### config.mk
export PLATFORM = sky130hd
export DESIGN_NAME = gpio_bank
export DESIGN_NICKNAME = d
export VERILOG_FILES = /design/src/rtl/gpio_bank_pkg.sv /design/src/rtl/gpio_debounce.sv /design/src/rtl/gpio_bank.sv
export SDC_FILE = /design/constraint.sdc
export NUM_CORES = 1
export LEC_CHECK = 0
export ABC_CLOCK_PERIOD_IN_PS = 2200
export BUFFER_PORTS_ARGS = -buffer_cell sky130_fd_sc_hd__buf_2
export CAP_MARGIN = 20
export CORE_UTILIZATION = 62
export CTS_BUF_LIST = sky130_fd_sc_hd__clkbuf_16
export CTS_CLUSTER_DIAMETER = 30
export DETAILED_ROUTE_END_ITERATION = 6
export PLACE_DENSITY = 0.84
export SKIP_CTS_REPAIR_TIMING = 1
export SLEW_MARGIN = 20
export SYNTH_ARGS = -nofsm -noshare
export SYNTH_HDL_FRONTEND = slang
export SYNTH_SLANG_ARGS = --single-unit
### constraint.sdc
create_clock -name cpu_clock -period 2.2 [get_ports cpu_clock]
set_input_delay 0.44 -clock cpu_clock [delete_from_list [all_inputs] [get_ports cpu_clock]]
set_output_delay 0.44 -clock cpu_clock [all_outputs]
set_load 0.05 [all_outputs]
### src/rtl/gpio_bank_pkg.sv
// ============================================================================
//  gpio_bank_pkg
//  Register map and bus-width constants shared by GPIO bank peripherals.
//  Rev 1.0
// ============================================================================
`default_nettype none

package gpio_bank_pkg;

   localparam int DATA_W = 16;

   typedef enum logic [2:0] {
      GPIO_OUT     = 3'd0,
      GPIO_CONFIG  = 3'd1,
      GPIO_IN      = 3'd2,
      GPIO_RISE_EN = 3'd3,
      GPIO_FALL_EN = 3'd4,
      GPIO_EVENT   = 3'd5,
      GPIO_OUT_SET = 3'd6,
      GPIO_OUT_CLR = 3'd7
   } gpio_reg_e;

endpackage

`default_nettype wire

### src/rtl/gpio_debounce.sv
// ============================================================================
//  gpio_debounce
//  One pin: input synchroniser, stability counter and filtered level flop.
//  Rev 1.0
// ============================================================================
`default_nettype none

module gpio_debounce #(
   parameter int SYNC_STAGES     = 2,
   parameter int DEBOUNCE_CYCLES = 16
) (
   input  logic cpu_clock,
   input  logic reset_n,
   input  logic pin_in,
   output logic filtered,
   output logic rise,
   output logic fall
);

   logic [SYNC_STAGES-1:0] sync;
   logic                   synced;
   logic                   flip;

   always_ff @(posedge cpu_clock or negedge reset_n) begin
      if (!reset_n) begin
         sync <= '0;
      end else begin
         sync <= {sync[SYNC_STAGES-2:0], pin_in};
      end
   end

   assign synced = sync[SYNC_STAGES-1];

   generate
      if (DEBOUNCE_CYCLES == 0) begin : g_bypass
         // Filtered level is the last stage, so it changes when the stage before it differs.
         assign filtered = synced;
         assign flip     = sync[SYNC_STAGES-2] ^ synced;
      end else begin : g_filter
         localparam int            CW   = $clog2(DEBOUNCE_CYCLES + 1);
         localparam logic [CW-1:0] LAST = CW'(DEBOUNCE_CYCLES - 1);

         logic [CW-1:0] count;
         logic          held;

         assign flip = (synced != held) && (count == LAST);

         always_ff @(posedge cpu_clock or negedge reset_n) begin
            if (!reset_n) begin
               count <= '0;
               held  <= 1'b0;
            end else if (synced == held) begin
               count <= '0;
            end else if (flip) begin
               count <= '0;
               held  <= synced;
            end else begin
               count <= count + 1'b1;
            end
         end

         assign filtered = held;
      end
   endgenerate

   // Edge strobes lead the filtered flop so events latch on the same edge.
   assign rise = flip & ~filtered;
   assign fall = flip & filtered;

endmodule

`default_nettype wire

### src/rtl/gpio_bank.sv
// ============================================================================
//  gpio_bank
//  Register-mapped bank of tristate pins with debounced inputs and edge events.
//  Rev 1.0
// ============================================================================
`default_nettype none

module gpio_bank
   import gpio_bank_pkg::*;
#(
   parameter int CHANNELS        = 8,
   parameter int SYNC_STAGES     = 2,
   parameter int DEBOUNCE_CYCLES = 16
) (
   input  logic                cpu_clock,
   input  logic                reset_n,
   input  logic [2:0]          addr,
   input  logic                write_en,
   input  logic [DATA_W-1:0]   data_in,
   output logic [DATA_W-1:0]   data_out,
   output logic                irq,
   output logic [CHANNELS-1:0] pin_out,
   output logic [CHANNELS-1:0] pin_config,
   input  logic [CHANNELS-1:0] pin_in
);

   logic [CHANNELS-1:0] out_reg;
   logic [CHANNELS-1:0] config_reg;
   logic [CHANNELS-1:0] rise_en;
   logic [CHANNELS-1:0] fall_en;
   logic [CHANNELS-1:0] event_reg;
   logic [CHANNELS-1:0] filtered;
   logic [CHANNELS-1:0] rise;
   logic [CHANNELS-1:0] fall;
   logic [CHANNELS-1:0] wdata;
   logic [CHANNELS-1:0] clear;
   logic [DATA_W-1:0]   rdata;
   gpio_reg_e           sel;
   logic                unused_data;

   assign sel         = gpio_reg_e'(addr);
   assign wdata       = data_in[CHANNELS-1:0];
   assign unused_data = ^data_in;
   assign clear       = (write_en && sel == GPIO_EVENT) ? wdata : '0;
   assign pin_out     = out_reg;
   assign pin_config  = config_reg;

   generate
      for (genvar i = 0; i < CHANNELS; i++) begin : g_chan
         gpio_debounce #(
            .SYNC_STAGES     (SYNC_STAGES),
            .DEBOUNCE_CYCLES (DEBOUNCE_CYCLES)
         ) u_debounce (
            .cpu_clock (cpu_clock),
            .reset_n   (reset_n),
            .pin_in    (pin_in[i]),
            .filtered  (filtered[i]),
            .rise      (rise[i]),
            .fall      (fall[i])
         );
      end
   endgenerate

   always_ff @(posedge cpu_clock or negedge reset_n) begin
      if (!reset_n) begin
         out_reg    <= '0;
         config_reg <= '0;
         rise_en    <= '0;
         fall_en    <= '0;
      end else if (write_en) begin
         case (sel)
            GPIO_OUT:     out_reg    <= wdata;
            GPIO_CONFIG:  config_reg <= wdata;
            GPIO_RISE_EN: rise_en    <= wdata;
            GPIO_FALL_EN: fall_en    <= wdata;
            GPIO_OUT_SET: out_reg    <= out_reg | wdata;
            GPIO_OUT_CLR: out_reg    <= out_reg & ~wdata;
            default: ;
         endcase
      end
   end

   always_comb begin
      rdata = '0;
      case (sel)
         GPIO_OUT, GPIO_OUT_SET, GPIO_OUT_CLR: rdata = DATA_W'(out_reg);
         GPIO_CONFIG:  rdata = DATA_W'(config_reg);
         GPIO_IN:      rdata = DATA_W'(filtered);
         GPIO_RISE_EN: rdata = DATA_W'(rise_en);
         GPIO_FALL_EN: rdata = DATA_W'(fall_en);
         GPIO_EVENT:   rdata = DATA_W'(event_reg);
         default:      rdata = '0;
      endcase
   end

   // A new edge overrides a simultaneous write-1-to-clear of the same bit.
   always_ff @(posedge cpu_clock or negedge reset_n) begin
      if (!reset_n) begin
         event_reg <= '0;
         irq       <= 1'b0;
         data_out  <= '0;
      end else begin
         event_reg <= (event_reg & ~clear) | (rise & rise_en) | (fall & fall_en);
         irq       <= |event_reg;
         data_out  <= rdata;
      end
   end

endmodule

`default_nettype wire

==> results of run 1 <==
metal layers:
metal | vias up | share of wire (%) | track usage [%] | routed length, µm
met1 | 1981 | 39 | 36.8 | 4540
met2 | 210 | 51 | 49.7 | 5980
met4 | 0 | 3.0 | 13.0 | 353
li1 | 1758 | - | - | -
met3 | 39 | 7.5 | 7.55 | 883
met5 | - | 0 | 0 | 0
kinds of logic (layout without fill, tap and decap cells):
family	after synthesis	count (layout)	synth area share (%)
buf+inv	42	109	4.11
fa+ha+maj	8	8	1.97
mux	31	31	6.84
xor+xnor	20	20	3.44
simple gates	140	140	14.1
other cells	1	8	0.0737
compound gates	107	107	13.9
flops	113	113	55.6
layout make-up:
cell class	count	area [µm²]
repair buffers	56	348
flip-flops and latches	113	2830
inverters	21	78.8
clock buffers	17	425
clock inverters	15	144
fillers	510	1820
multi-input cells	314	2070
well taps	102	128
cells in the mapped netlist (9+ instances only):
master and instances:
o21ai_0 23, inv_1 18, a21oi_1 28, a22o_1 9, buf_4 11, mux2_2 14
nand3_1 13, nor2_1 34, dfrtp_1 113, nand2_1 36, xor2_1 12, mux2_1 16
nor2b_1 9
power by group through the flow:
| stage | logic (mW) | clock network, mW | registers, mW |
|---|---|---|---|
| 3_3_place_gp | 0.800 | 0 | 2.44 |
| 5_1_grt | 0.909 | 2.73 | 2.44 |
| 4_1_cts | 0.846 | 2.64 | 2.42 |
| 2_1_floorplan | 0.371 | 0 | 2.65 |
| 6_report | 0.847 | 2.60 | 2.43 |
| 3_5_place_dp | 0.830 | 0 | 2.45 |
final timing paths:
path,from,endpoint,slack [ns]
max,pin_out[3],pin_out[3],0.60
min reg2reg,g_chan[3].u_debounce.sync[0],g_chan[3].u_debounce.sync[1],0.35
min in group asynchronous,reset_n,event_reg[5],0.51
min,pin_in[4],g_chan[4].u_debounce.sync[0],0.14
max in group asynchronous,reset_n,data_out[6],1.10
max reg2reg,g_chan[2].u_debounce.g_filter.count[0],g_chan[2].u_debounce.filtered,0.74
stage by stage:
stage	util [%]	total power [mW]	cells	hold slack [ns]	worst slack, ns
6_report	76.8	5.88	638	0.137	0.599
4_1_cts	76.7	5.91	637	-0.0320	0.586
2_1_floorplan	-	3.02	469	0.144	0.643
3_5_place_dp	69.4	3.28	605	0.335	0.254
3_3_place_gp	69.4	3.24	605	0.332	0.270
5_1_grt	76.8	6.08	638	0.125	0.565
==> impl_metrics.ini, run 1 <==
[power_and_ir_drop]
p_per_area_nw_per_um2 = 975
netSwitchingFraction_pct = 28.6
comb_power_share_pct = 14.4
leakage_nw = 2.83
p_switching_mw = 1.68
p_clk_share_pct = 44.3
irDropWorstVdd_mv = 0.724
intPower_mw = 4.19
p_seq_share_pct = 41.3

[layout]
largest_register_ffs = 40
diodes = 0
top_regs = g_chan.u_debounce.g_filter.count (40), g_chan.u_debounce.sync (16)
layout.cells.most_common_list = dfrtp_1, buf_2, nand2_1, nor2_1, a21oi_1
drive_above_1_share_pct = 19.2
stdcell_area_um2 = 6030
nNetsFinal = 561
regMostFlops = g_chan.u_debounce.g_filter.count
layout_commonest_cell = dfrtp_1
synthToLayoutAreaGrowth_pct = 18.5

[clocking]
cts_tree = yes
clock_sinks = 113
clk_latency_ns = 0.40
cts.clk_slew.worst_paths_ns = 0.05
clock_path_buffers = 2
numCtsBuffers = 17
root_buffer = clkbuf_16
htreeDepth = 4

[synthesis]
ys.warnings.count = 0
ys_ff_latch = 113
ys_top_cells_by_area = dfrtp_1, mux2_1, mux2_2
synthArstFlopShare_pct = 100
synth.avg_cell_area_um2 = 11.0
synth_flop_cell = dfrtp_1
postSynthCellCount = 462
syn_area_um2 = 5080
yosysTopAreaCell = dfrtp_1
synth.yosys.seq_area_share_pct = 55.6
synth_edf_count = 0
ys_types = 53
netlist.area_leader.share_pct = 55.6

[critical_path]
reg2regPathDepth = 4
path_cells = buf_2
startpoint_type = flip-flop
cp_slowest_stage_delay_ns = 0.44
required_ns = 1.76
path_class = reg -> out
arrival_ns = 1.16
crit_path_top_delay_cell = dfrtp_1
path_depth = 1
cp_top_family = flip-flops
critPathBufInv = 1
critPathCaptureType = output port
path_max_fanout = 5

[grt]
track_usage_pct = 29.8
grt_first_pass_wirelength_mm = 19.1
grt_pass1_vias = 3974
grt_antenna_before_repair = 0
overflow = 0
grt_max_degree = 49

[run]
cap_violations = 0

[die]
num_rows = 32
start_util_pct = 64.8
die_area_um2 = 8570
die_y_um = 92.6
num_io_pins = 63
core_area_um2 = 7850
die_w_um = 92.6

[routing]
drc = 0
wl_per_cell_um = 18.4
routed_wirelength_mm = 11.8
num_vias = 3988
viasPerCell = 6.25
drtIter0Drc = 412
firstDrtPassIters = 7
ant_nets = 0

[sta]
layout_min_cycle_time_ns = 1.60
fin_crit_sh_pct = 72.8
rsz0062_at_grt = false
fmax_ghz = 0.624
finalSetupTns_ns = 0
slew_viol_final = 0
setup_viol = 0
relSlewSlack_pct = 66.7
tightestPinTransition_ns = 0.499
fin_skew_ns = 0.00623
final_hold_viol_count = 0

[placed_design]
hpwl_mm = 7.72
port_buffers = 46
place.gp.congestion = 0.923
post_dp_cell_area_um2 = 5450

[hold_path]
hold_depth = 1
hp-class = in -> reg

[run_status]
status = completed
Note: power is estimated with default switching activity, not from simulation.
==> run 2: changes to the inputs <==
- ABC_AREA: unset -> 1
- ABC_CLOCK_PERIOD_IN_PS: 2200 -> 1400
- CORE_UTILIZATION: 62 -> 52
- PLACE_DENSITY: 0.84 -> 0.75
- clock period: 2.2 -> 1.4 ns (I/O delays scaled with it)
==> impl_metrics.ini, run 2 <==
[run_status]
status = completed

[routing]
drtIter0Drc = 329
drc = 0
firstDrtPassIters = 5
num_vias = 4159
viasPerCell = 5.17
routed_wirelength_mm = 11.5
wl_per_cell_um = 14.3
ant_nets = 0

[critical_path]
required_ns = 1.12
path_class = reg -> out
arrival_ns = 1.10
rr_endpoint = g_chan[6].u_debounce.filtered
endpoint = pin_out[2]
r2r-start = g_chan[6].u_debounce.g_filter.count[0]
path_cells = buf_2
r2r_slack_ns = 0.08
startpoint_type = flip-flop
crit_path_top_delay_cell = dfrtp_1
path_max_fanout = 4
critPathCaptureType = output port
reg2regPathDepth = 5
cp_slowest_stage_delay_ns = 0.40
path_depth = 1
startpoint = pin_out[2]
cp_top_family = flip-flops
critPathBufInv = 1

[sta]
slew_viol_final = 0
layout_min_cycle_time_ns = 1.38
final_hold_viol_count = 0
fin_skew_ns = 0.00860
fmax_ghz = 0.727
setup_viol = 0
fin_crit_sh_pct = 98.3
finalSetupTns_ns = 0
rsz0062_at_grt = false

[run]
cap_violations = 0

[synthesis]
ys.warnings.count = 0
synth.yosys.seq_area_share_pct = 55.3
synth_edf_count = 0
ys_types = 22
yosysTopAreaCell = dfrtp_1
ys_ff_latch = 113
postSynthCellCount = 580
synthArstFlopShare_pct = 100
yosysMostFrequentCell = nand2_1
syn_area_um2 = 5110
synth_flop_cell = dfrtp_1
synthTopCellsByCount = nand2_1, dfrtp_1, nand3_1
ys_top_cells_by_area = dfrtp_1, nand2_1, nand3_1
netlist.area_leader.share_pct = 55.3
synth.avg_cell_area_um2 = 8.81

[grt]
grt_max_degree = 36
grt_first_pass_wirelength_mm = 19.1
grt_antenna_before_repair = 0
grt_pass1_vias = 4121
overflow = 0
track_usage_pct = 24.4

[clocking]
numCtsBuffers = 17
clock_sinks = 113
htreeDepth = 4
clock_path_buffers = 2
cts.clk_slew.worst_paths_ns = 0.06
root_buffer = clkbuf_16
cts_tree = yes
clk_latency_ns = 0.40

[die]
start_util_pct = 54.5
num_io_pins = 63
num_rows = 35
die_w_um = 101
die_y_um = 101
core_area_um2 = 9370
die_area_um2 = 10200

[power_and_ir_drop]
irDropWorstVdd_mv = 0.869
p_per_area_nw_per_um2 = 1590
finalPower_mw = 10.0
leakage_nw = 3.30

[layout]
synthToLayoutAreaGrowth_pct = 23.4
layout.cells.most_common_list = nand2_1, dfrtp_1, nand3_1, inv_1, nor2_1
drive_above_1_share_pct = 17.2
regMostFlops = g_chan.u_debounce.g_filter.count
largest_register_ffs = 40
diodes = 0
top_regs = g_chan.u_debounce.g_filter.count (40), g_chan.u_debounce.sync (16)
utilization_pct = 67.3
nNetsFinal = 700
layout_commonest_cell = nand2_1

[placed_design]
port_buffers = 46
place.gp.congestion = 0.907
hpwl_mm = 7.49

[hold_path]
hp-class = in -> reg
## run 2: worst min path at each step
stage / from / end / slack, ns / depth (start not counted)
global placement: reset_n / g_chan[6].u_debounce.g_filter.count[2] / 0.22 / 1
CTS: reset_n / g_chan[6].u_debounce.g_filter.count[2] / -0.20 / 1
detailed placement: reset_n / g_chan[6].u_debounce.g_filter.count[2] / 0.22 / 1
floorplan: reset_n / data_out[0] / -0.02 / 0
global route: data_in[4] / pin_out[4] / 0.24 / 5
finish: data_in[4] / pin_out[4] / 0.22 / 5
## run 2: tightest hold or removal path, cell delays in order
cell and delay, ns:
buf_2 0.10, nand2_1 0.05, nand3_1 0.07, nand2_1 0.04, nand2_1 0.04
## run 2: cell type report
cell class	instances	area, µm²
tap	129	161
timing repair buffer	73	490
clock buffer	17	425
clock inverter	15	198
multi-input combinational	404	2010
fill	718	3060
sequential	113	2830
inverter	53	199
## run 2: kinds of logic after synthesis
kind of cell             share of synthesized area (%)
AND/OR/NAND/NOR                                   27.4
flip-flops                                        55.3
buffers and inverters                             6.05
AO/OA/AOI/OAI                                     3.72
XOR/XNOR                                          5.48
adder cells (fa/ha/maj)                           1.96
other                                           0.0734
## run 2: metal layers
layer  GRT usage, %  wire [µm]  vias up
li1               -          -     2001
met1           30.8       4940     1988
met2           39.8       5680      145
met3           5.94        649       25
met4           11.8        265        0
met5              0          0        -
## run 2: metrics by stage
step                setup WS [ns]  area (µm²)  hold slack (ns)  cells
global placement           0.0471        5580            0.219    763
detailed placement         0.0173        5580            0.220    763
global route              0.00654        6310            0.243    804
CTS                        0.0141        6200           -0.201    795
floorplan                   0.258        5140          -0.0156    587
finish                     0.0240        6310            0.222    804
## run 2: where the power goes
part | switching (mW) | internal (mW) | total (mW)
clock | 1.45 | 3.11 | 4.56
combinational | 1.15 | 0.448 | 1.59
sequential | 0.274 | 3.62 | 3.89
==> run 3: changes to the inputs <==
- PLACE_DENSITY: 0.75 -> 0.82
==> impl_metrics.ini, run 3 (same netlist as run 2, synthesis figures left out) <==
[power_and_ir_drop]
irDropWorstVdd_mv = 1.10
p_clk_share_pct = 44.4
intPower_mw = 6.99
finalPower_mw = 9.89
p_switching_mw = 2.91
netSwitchingFraction_pct = 29.4
p_seq_share_pct = 39.4
leakage_nw = 3.28
p_per_area_nw_per_um2 = 1580
comb_power_share_pct = 16.2

[grt]
track_usage_pct = 25.5
met2_usage_pct = 42.1
use_met3_pct = 7.11
use_met1_pct = 31.6
top_usage_layer = met2
grt_max_degree = 73
grt_antenna_before_repair = 0
overflow = 0
grt_first_pass_wirelength_mm = 19.9
grt_pass1_vias = 4295

[sta]
fin_skew_ns = 0.00608
fin_ws_ns = 0.00474
rsz0062_at_grt = false
fmax_ghz = 0.717
finalSetupTns_ns = 0
holdWs_ns = 0.216
final_hold_viol_count = 0
setup_viol = 0
slew_viol_final = 0
layout_min_cycle_time_ns = 1.40
fin_crit_sh_pct = 99.7

[routing]
drc = 0
num_vias = 4261
viasPerCell = 5.33
routed_wirelength_mm = 11.7
firstDrtPassIters = 5
drtIter0Drc = 360
wl_per_cell_um = 14.7
ant_nets = 0

[critical_path]
critPathBufInv = 1
path_class = reg -> out
required_ns = 1.12
arrival_ns = 1.12
cp_top_family = flip-flops
critPathCaptureType = output port
startpoint_type = flip-flop
cp_slowest_stage_delay_ns = 0.41
r2r_slack_ns = 0.08
path_max_fanout = 4
crit_path_top_delay_cell = dfrtp_1
path_cells = buf_2

[layout]
regMostFlops = g_chan.u_debounce.g_filter.count
drive_above_1_share_pct = 17.1
layout_commonest_cell = nand2_1
synthToLayoutAreaGrowth_pct = 22.5
stdcell_area_um2 = 6260
largest_register_ffs = 40
fin_cells = 800
diodes = 0
utilization_pct = 66.8
nNetsFinal = 697
layout.cells.most_common_list = nand2_1, dfrtp_1, nand3_1, inv_1, nor2_1
top_regs = g_chan.u_debounce.g_filter.count (40), g_chan.u_debounce.sync (16)

[die]
start_util_pct = 54.5
die_y_um = 101
die_area_um2 = 10200
core_area_um2 = 9370
num_rows = 35
die_w_um = 101
num_io_pins = 63

[clocking]
htreeDepth = 4
clk_latency_ns = 0.41
cts_tree = yes
clock_path_buffers = 2
root_buffer = clkbuf_16
numCtsBuffers = 17
clock_sinks = 113
cts.clk_slew.worst_paths_ns = 0.05

[placed_design]
port_buffers = 46
place.gp.congestion = 0.837
post_dp_cell_area_um2 = 5560
dp_cells = 760
hpwl_mm = 7.47
pre_cts_ws_ns = 0.0294

[hold_path]
hp-class = in -> reg

[run]
cap_violations = 0

[run_status]
status = completed
## run 3: metal layers
layer  vias to the layer above  routed length (µm)  part of all wire [%]
met2                       208                5850                    50
met1                      2033                4790                    41
met3                        25                 893                   7.6
met5                         -                   0                     0
li1                       1995                   -                     -
met4                         0                 212                   1.8
## run 3: cell type report
cell class	instances	area, µm²
multi-input combinational	404	2010
fill	681	3110
inverter	53	199
clock inverter	14	174
timing repair buffer	70	468
tap	129	161
sequential	113	2830
clock buffer	17	425
## run 3: power groups by stage
stage / Sequential (mW) / Combinational (mW) / Clock (mW)
5_1_grt: 3.93 / 1.75 / 4.59
3_5_place_dp: 3.92 / 1.54 / 0
4_1_cts: 3.89 / 1.57 / 4.44
3_3_place_gp: 3.91 / 1.50 / 0
6_report: 3.90 / 1.60 / 4.39
2_1_floorplan: 4.36 / 0.644 / 0
## run 3: path summary, 6_finish.rpt
| path | from | end | cells past startpoint |
|---|---|---|---|
| hold reg to reg | g_chan[2].u_debounce.sync[0] | g_chan[2].u_debounce.sync[1] | 0 |
| setup reg to reg | g_chan[3].u_debounce.g_filter.count[0] | g_chan[3].u_debounce.filtered | 5 |
| min in group asynchronous | reset_n | pin_config[7] | 3 |
| hold / removal | data_in[5] | pin_out[5] | 5 |
| setup / recovery | pin_out[1] | pin_out[1] | 1 |
| max in group asynchronous | reset_n | g_chan[3].u_debounce.sync[1] | 3 |
